<file path="src/rtl/fnd_scan_ctrl.sv">
// rtl/fnd_scan_ctrl.sv - 4-digit 7-segment scan driver feeding a 2x4 digit-select decoder
// Snapshots value/dp_mask/lz_blank once per frame; each digit slot opens with a blanking gap.
module fnd_scan_ctrl #(
   parameter int CLK_DIV   = 50000,
   parameter int BLANK_CYC = 16
) (
   input  logic        clk,
   input  logic        rst,
   input  logic        run,
   input  logic [15:0] value,
   input  logic [3:0]  dp_mask,
   input  logic        lz_blank,
   output logic [1:0]  sel,
   output logic        sel_en,
   output logic [7:0]  seg,
   output logic        frame_done
);

   localparam int CW = $clog2(CLK_DIV);
   localparam logic [CW-1:0] CNT_LAST  = CW'(CLK_DIV - 1);
   localparam logic [CW-1:0] CNT_BLEND = CW'(BLANK_CYC - 1);

   typedef enum logic [1:0] {
      ST_IDLE  = 2'd0,
      ST_BLANK = 2'd1,
      ST_DRIVE = 2'd2
   } state_t;

   state_t          r_state;
   logic [CW-1:0]   r_cnt;
   logic [1:0]      r_sel;
   logic            r_sel_en;
   logic [7:0]      r_seg;
   logic            r_frame_done;
   logic [15:0]     r_snap_val;
   logic [3:0]      r_snap_dp;
   logic            r_snap_lz;

   state_t          w_state_nx;
   logic [CW-1:0]   w_cnt_nx;
   logic [1:0]      w_sel_nx;
   logic            w_sel_en_nx;
   logic [7:0]      w_seg_nx;
   logic            w_frame_done_nx;
   logic            w_load;
   logic [3:0]      w_nib;
   logic            w_lz_hit;
   logic [7:0]      w_glyph;

   function automatic logic [6:0] hex7(input logic [3:0] n);
      logic [6:0] g;
      case (n)
         4'h0: g = 7'h40;
         4'h1: g = 7'h79;
         4'h2: g = 7'h24;
         4'h3: g = 7'h30;
         4'h4: g = 7'h19;
         4'h5: g = 7'h12;
         4'h6: g = 7'h02;
         4'h7: g = 7'h78;
         4'h8: g = 7'h00;
         4'h9: g = 7'h10;
         4'hA: g = 7'h08;
         4'hB: g = 7'h03;
         4'hC: g = 7'h46;
         4'hD: g = 7'h21;
         4'hE: g = 7'h06;
         default: g = 7'h0E;
      endcase
      return g;
   endfunction

   assign w_nib = r_snap_val[{r_sel, 2'b00} +: 4];

   // A digit is a leading zero only if it and every more-significant nibble are zero.
   always_comb begin
      w_lz_hit = 1'b0;
      case (r_sel)
         2'd3:    w_lz_hit = (r_snap_val[15:12] == 4'h0);
         2'd2:    w_lz_hit = (r_snap_val[15:8] == 8'h00);
         2'd1:    w_lz_hit = (r_snap_val[15:4] == 12'h000);
         default: w_lz_hit = 1'b0;
      endcase
   end

   assign w_glyph = {~r_snap_dp[r_sel], (r_snap_lz && w_lz_hit) ? 7'h7F : hex7(w_nib)};

   always_comb begin
      w_state_nx  = r_state;
      w_cnt_nx    = r_cnt;
      w_sel_nx    = r_sel;
      w_sel_en_nx = 1'b0;
      w_seg_nx    = 8'hFF;
      w_load      = 1'b0;
      case (r_state)
         ST_IDLE: begin
            if (run) begin
               w_state_nx = ST_BLANK;
               w_cnt_nx   = '0;
               w_sel_nx   = 2'd0;
               w_load     = 1'b1;
            end
         end
         ST_BLANK: begin
            w_cnt_nx = r_cnt + CW'(1);
            if (r_cnt == CNT_BLEND) begin
               w_state_nx  = ST_DRIVE;
               w_sel_en_nx = 1'b1;
               w_seg_nx    = w_glyph;
            end
         end
         ST_DRIVE: begin
            w_sel_en_nx = 1'b1;
            w_seg_nx    = r_seg;
            if (r_cnt == CNT_LAST) begin
               w_cnt_nx    = '0;
               w_state_nx  = ST_BLANK;
               w_sel_nx    = r_sel + 2'd1;
               w_sel_en_nx = 1'b0;
               w_seg_nx    = 8'hFF;
               w_load      = (r_sel == 2'd3);
            end else begin
               w_cnt_nx = r_cnt + CW'(1);
            end
         end
         default: w_state_nx = ST_IDLE;
      endcase
      if (!run) begin
         w_state_nx  = ST_IDLE;
         w_cnt_nx    = '0;
         w_sel_nx    = 2'd0;
         w_sel_en_nx = 1'b0;
         w_seg_nx    = 8'hFF;
         w_load      = 1'b0;
      end
   end

   // Registered so the pulse lands on the last DRIVE cycle of digit 3.
   assign w_frame_done_nx = (w_state_nx == ST_DRIVE) && (w_cnt_nx == CNT_LAST) && (w_sel_nx == 2'd3);

   always_ff @(posedge clk) begin
      if (rst) begin
         r_state      <= ST_IDLE;
         r_cnt        <= '0;
         r_sel        <= 2'd0;
         r_sel_en     <= 1'b0;
         r_seg        <= 8'hFF;
         r_frame_done <= 1'b0;
         r_snap_val   <= 16'h0000;
         r_snap_dp    <= 4'h0;
         r_snap_lz    <= 1'b0;
      end else begin
         r_state      <= w_state_nx;
         r_cnt        <= w_cnt_nx;
         r_sel        <= w_sel_nx;
         r_sel_en     <= w_sel_en_nx;
         r_seg        <= w_seg_nx;
         r_frame_done <= w_frame_done_nx;
         if (w_load) begin
            r_snap_val <= value;
            r_snap_dp  <= dp_mask;
            r_snap_lz  <= lz_blank;
         end
      end
   end

   assign sel        = r_sel;
   assign sel_en     = r_sel_en;
   assign seg        = r_seg;
   assign frame_done = r_frame_done;

endmodule

</file>
<file path="config.mk">
export PLATFORM = sky130hd
export DESIGN_NAME = fnd_scan_ctrl
export DESIGN_NICKNAME = d
export VERILOG_FILES = /design/src/rtl/fnd_scan_ctrl.sv
export SDC_FILE = /design/constraint.sdc
export NUM_CORES = 1
export LEC_CHECK = 0
export BUFFER_PORTS_ARGS = -buffer_cell sky130_fd_sc_hd__buf_2
export CELL_PAD_IN_SITES_DETAIL_PLACEMENT = 0
export CELL_PAD_IN_SITES_GLOBAL_PLACEMENT = 1
export CORE_MARGIN = 2
export CORE_UTILIZATION = 40
export DETAILED_ROUTE_END_ITERATION = 7
export PLACE_DENSITY_LB_ADDON = 0.25
export SYNTH_ARGS = -nofsm -noshare
export SYNTH_HDL_FRONTEND = slang
export SYNTH_SLANG_ARGS = --single-unit
export TNS_END_PERCENT = 10
</file>
<file path="constraint.sdc">
create_clock -name clk -period 2.6 [get_ports clk]
set_input_delay 0.52 -clock clk [delete_from_list [all_inputs] [get_ports clk]]
set_output_delay 0.52 -clock clk [all_outputs]
set_load 0.01 [all_outputs]
</file>
# After elaboration in Yosys (flattened, before gate mapping)
# Memories as Yosys holds them, arrays and structs flattened.
# Cells that the tools add are included.
dict set report totals {
  reg_bits 51
  romBits 112
  wordCells 58
  mem_count 1
}
# name words width read_ports rd_clocked_by_memory_dff write_ports line_no
set mem_list {}
lappend mem_list {{(no name shown)} 16 7 1 0 0 52} ;# case (n)
dict set report classes {
  add_sub_neg 2
  order_cmp 1
  n_eq_ne 11
  shift 1
  mux 23
  bitwise_logic 2
  n_reduce_logical 8
}
# operator count
set op_table {}
lappend op_table {{case mux 16 bit (3 select lines)} 1}
lappend op_table {{== test 16 bit (second input constant)} 2}
lappend op_table {{2-to-1 mux 16 bit} 2}
lappend op_table {{adder 16 x 1 -> 16 bit (second input constant)} 1}
lappend op_table {{== test 16 x 4 -> 1 bit (second input constant)} 1}
lappend op_table {{2-to-1 mux 8 bit} 2}
lappend op_table {{case mux 8 bit (2 select lines)} 1}
lappend op_table {{variable part select 16 x 5 -> 4 bit} 1}
lappend op_table {{zero test 12 bit} 1}
lappend op_table {{== test 2 bit (second input constant)} 5}
lappend op_table {{2-to-1 mux 2 bit} 5}
lappend op_table {{zero test 8 bit} 1}
lappend op_table {{2-to-1 mux 7 bit} 1}
lappend op_table {{case mux 2 bit (3 select lines)} 1}
lappend op_table {{2-to-1 mux 1 bit} 5}
lappend op_table {{== test 2 x 1 -> 1 bit (second input constant)} 2}
lappend op_table {{zero test 4 bit} 1}
lappend op_table {{case mux 1 bit (2 select lines)} 2}
lappend op_table {{case mux 2 bit (2 select lines)} 1}
lappend op_table {{logical AND 1 bit} 3}
lappend op_table {{< comparator 2 x 3 -> 1 bit (second input constant)} 1}
lappend op_table {{case mux 1 bit (3 select lines)} 1}
lappend op_table {{adder 2 x 1 -> 2 bit (second input constant)} 1}
lappend op_table {{binary-select mux 1 bit (select 2 bit)} 1}
lappend op_table {{other kinds (4)} 5}

# Longest topological paths before layout
dict set report logic_depth {
  ltp_word 7
  ltp_mapped 9
  mapped_depth_nobuf 8
}

# Worst setup path before layout
# No wires, ideal clock.
dict set report synth_timing {
  kind {reg2reg}
  from {reg r_cnt[0]}
  to {reg r_snap_dp[2]}
  t_arrival_ns 2.147
  required_ns 2.472
  path_slack_ns 0.326
  stages_incl_launch_ff 9
  path_cell_list {dfxtp_1 > ha_1 > or4b_4 > nor4_4 > a31oi_1 > nor2_2 > buf_6 > mux2i_1 > nor2_1}
}
dict set report synth_via {
  elab_chain_len 4
}
# element line_no
set synth_rtl {}
lappend synth_rtl {{start, declared} 30} ;# logic [CW-1:0] r_cnt;
lappend synth_rtl {{start signal, assigned} 154} ;# r_cnt <= w_cnt_nx;
lappend synth_rtl {{== test 16 bit} 115} ;# if (r_cnt == CNT_LAST) begin
lappend synth_rtl {{2-to-1 mux 1 bit} 115}
lappend synth_rtl {{case mux 1 bit (2 select lines)} 95} ;# case (r_state)
lappend synth_rtl {{2-to-1 mux 1 bit} 128} ;# if (!run) begin
lappend synth_rtl {{end signal, assigned} 161} ;# r_snap_dp <= dp_mask;
lappend synth_rtl {{end, declared} 36} ;# logic [3:0] r_snap_dp;
# No other way between the ends.
# A chain may end at the register's enable or synchronous reset.

# Final worst setup path
dict set report layout_timing {
  from {reg r_cnt[0]}
  to {reg r_snap_val[4]}
}
dict set report layout_via {
  elab_chain_len 4
}
# element line_no
set layout_rtl {}
lappend layout_rtl {{== test 16 bit} 115}
lappend layout_rtl {{2-to-1 mux 1 bit} 115}
lappend layout_rtl {{case mux 1 bit (2 select lines)} 95}
lappend layout_rtl {{2-to-1 mux 1 bit} 128}
lappend layout_rtl {{end signal, assigned} 160} ;# r_snap_val <= value;
lappend layout_rtl {{end, declared} 35} ;# logic [15:0] r_snap_val;
# No other way between the ends.

==> summary.md <==
| Metric | Value |
|---|---|
| Final core occ | 47.6% |
| Starting Density | 41.6% |
| Worst path max stage delay | 0.51 ns |
| Yosys reg bits | 51 |
| Cell row count | 30 |
| Die width | 88.5 µm |
| Final setup fails | 0 |
| Slew headroom | 67.3% |
| Clock tree buffer depth | 2 |
| DRT Pass-1 Iters | 4 |
| Top cells by area, synth | dfxtp_1, mux2i_1, nor2_1 |
| Pwr per Cell Area | 467 nW/µm² |
| Internal power | 1160 µW |
| Routed len/inst | 14.1 µm |
| Final WS setup | 0.233 ns |
| Initial antenna violation count | 0 |
| Final Skew | 0.0101 ns |
| Fin crit period | 2.37 ns |
| CTS tree | yes |
| CP max FO | 21 |
| # DRC | 0 |
| Final GP Congestion | 0.809 |
| CTS clk-pin slew, worst paths | 0.10 ns |
| Largest net degree at the start of global routing | 27 |
| Yosys cell types | 51 |
| CP required | 2.79 ns |
| Sequential power share | 53.6% |
| Fin Hold WS | 0.438 ns |
| Clk_lat worst skew | 0.31 ns |
| TNS Setup | 0 ns |
| Vias per std cell | 5.21 |
| Switching Fraction | 24.0% |
| Cells on worst reg2reg path | 8 |
| Seq/Total Area, Yosys | 35.7% |
| H-Tree Depth | 2 |
| Filler cell count in the final layout | 713 |
| Async SR Flop Fraction | 0% |
| Cell Area, Synth | 2860 µm² |
| Tightest Pin Transition | 0.490 ns |
| Die height | 88.5 µm |
| Fin. Hold Viols | 0 |
| CTS Hold Buffers Added | 0 |
| DP HPWL | 4.77 mm |
| Post-Synthesis Cells | 324 |
| Logic pwr share | 9.5% |
| Synth Warn # | 0 |
| Worst Hold Depth | 3 |
| Footprint of the multi-input gates | 1690 µm² |
| Slew Limit Fails | 0 |
| Maximum VDD drop | 0.299 mV |
| Hold WC Path Type | in2reg |
| Core ar. | 6870 µm² |
| Dominant cell type by area after synthesis | dfxtp_1 |
| Antenna cell count | 0 |
| Crit. End Element | flop |
| Final ANT Viol Nets | 0 |
| First-pass GRT wire length | 10.8 mm |
| Ports | 36 |
| Crit share post-route | 91.0% |
| Vias in the first global route | 2290 |
| Crit-path slowest cell | or4b_4 |
| Unrepaired setup endpoints after global routing | no |
| Vias post-DR | 2370 |
| Synth-to-layout area growth | 14.4% |
| All-Layer GR Usage | 17.6% |
| Drt total wl | 6.41 mm |
| Layout Cells excl Fill | 455 |
| Critical Path AT | 2.55 ns |
| CP Cell Sequence | ha_1 > or4b_4 > nor4_4 > a31oi_1 > nor2_2 > buf_12 > mux2i_1 > nor2_1 |
| Net Sw Power | 366 µW |
| Number of synthesized flops with an enable pin | 0 |
| Max-cap violation count | 0 |
| Worst setup SP type | flop |
| Port Buffers | 35 |
| Clock tree sinks | 51 |
| CTS buffer count | 5 |
| Layout Nets | 397 |
| Syn_nets | 363 |
| Status | completed |
| Share of cells above drive strength 1 | 20.1% |
| Grt total ovfl | 0 |
| Post-synth top area share | 35.7% |
| Clock Power Share | 36.8% |
| Placed cell count | 446 |
| Syn avg cell area | 8.82 µm² |
| Commonest cells post-synth | dfxtp_1, nor2_1, mux2i_1, nand2_1, ha_1 |
| Crit Path Class | reg2reg |
| Ys flop type | dfxtp_1 |
| Leakage | 0.00126 µW |
| Die area | 7830 µm² |
| R2R Setup Slk | 0.23 ns |
| Register area | 1020 µm² |
| Fmax | 0.422 GHz |
| Clock root cell | clkbuf_8 |
| Post-Place Setup Slack | 0.153 ns |
| Initial DRC Count | 98 |
[final timing paths]
path            start             to
max          r_cnt[0]  r_snap_val[4]
max reg2reg  r_cnt[0]  r_snap_val[4]
min reg2reg    seg[3]         seg[3]
min          value[3]  r_snap_val[3]
[state kept, by name (all words and copies together), names as in the netlist]
register	count
frame_done	1
r_cnt	16
r_snap_dp	4
r_snap_lz	1
r_snap_val	16
r_state	2
seg	8
sel	2
sel_en	1
[cells in the final DEF, fill, tap and decap left out, types with 2 or more instances in the layout]
master	instances
a21boi_0	2
nand2_1	24
nor4_1	7
nor2_1	51
xor2_1	6
nand4_1	5
nor2b_1	2
nor3b_1	3
dfxtp_2	2
nor3_1	6
mux2i_1	24
dfxtp_1	49
and3_1	6
clkbuf_8	5
ha_1	15
xnor2_1	11
mux4_2	5
inv_1	12
a31oi_1	3
buf_2	35
a32o_1	2
nand2b_1	5
mux2_2	2
nand3_1	9
o22ai_1	11
o21ai_0	9
nand3b_1	3
nand4b_1	2
a21oi_1	6
buf_4	11
[cells by family (layout without fill, tap and decap cells)]
| family | Yosys count | count (layout) | share of synthesized area, % |
|---|---|---|---|
| buffers and inverters | 32 | 67 | 5.12 |
| AOI/OAI and AO/OA | 43 | 43 | 9.86 |
| adders and majority gates | 15 | 15 | 6.57 |
| and+or+nand+nor | 135 | 135 | 24.4 |
| DFF | 51 | 51 | 35.7 |
| xor gates and xnor gates | 17 | 17 | 5.21 |
| muxes | 31 | 31 | 13.1 |
[area by class of cell]
cell class | count | area share (%)
multi-input combinational | 241 | 51.7
tap | 96 | 3.68
clock buffer | 5 | 2.11
timing repair buffer | 47 | 8.50
clock inverter | 3 | 1.34
sequential | 51 | 31.3
inverter | 12 | 1.38
[power groups by stage]
stage	Combinational [µW]	Sequential, µW	Clock, µW
4_1_cts	147	818	588
2_1_floorplan	106	831	0
5_1_grt	164	822	607
6_report	146	818	562
3_3_place_gp	146	836	0
3_5_place_dp	146	836	0
[stage by stage]
stage | instance area [µm²] | power, µW
after CTS | 3260 | 1550
after detailed placement | 3150 | 983
after global routing | 3270 | 1590
after global placement | 3150 | 982
final | 3270 | 1530
after floorplan | 2860 | 937
[critical path, delay by kind of cell (launching register included)]
family                   cells  cell delay, ns
adder cells (fa/ha/maj)      1            0.23
multiplexers                 1            0.21
flip-flops                   1            0.40
AND/OR/NAND/NOR              4            1.04
buffers and inverters        1            0.21
AO/OA/AOI/OAI                1            0.15
[layer usage]
layer,track usage (%),up-vias,share of wire (%)
li1,-,1208,-
met5,0,-,0
met4,4.96,0,0.59
met3,3.45,5,3.4
met2,28.5,45,47
met1,24.0,1112,49
[timing repair]
action / in CTS / in global routing
endpoints found under the hold margin: 0 / 0
resized for setup: 0 / 2
endpoints found under the setup margin: 0 / 18
buffers inserted: 0 / 1
Note: power is estimated with default switching activity, not from simulation.
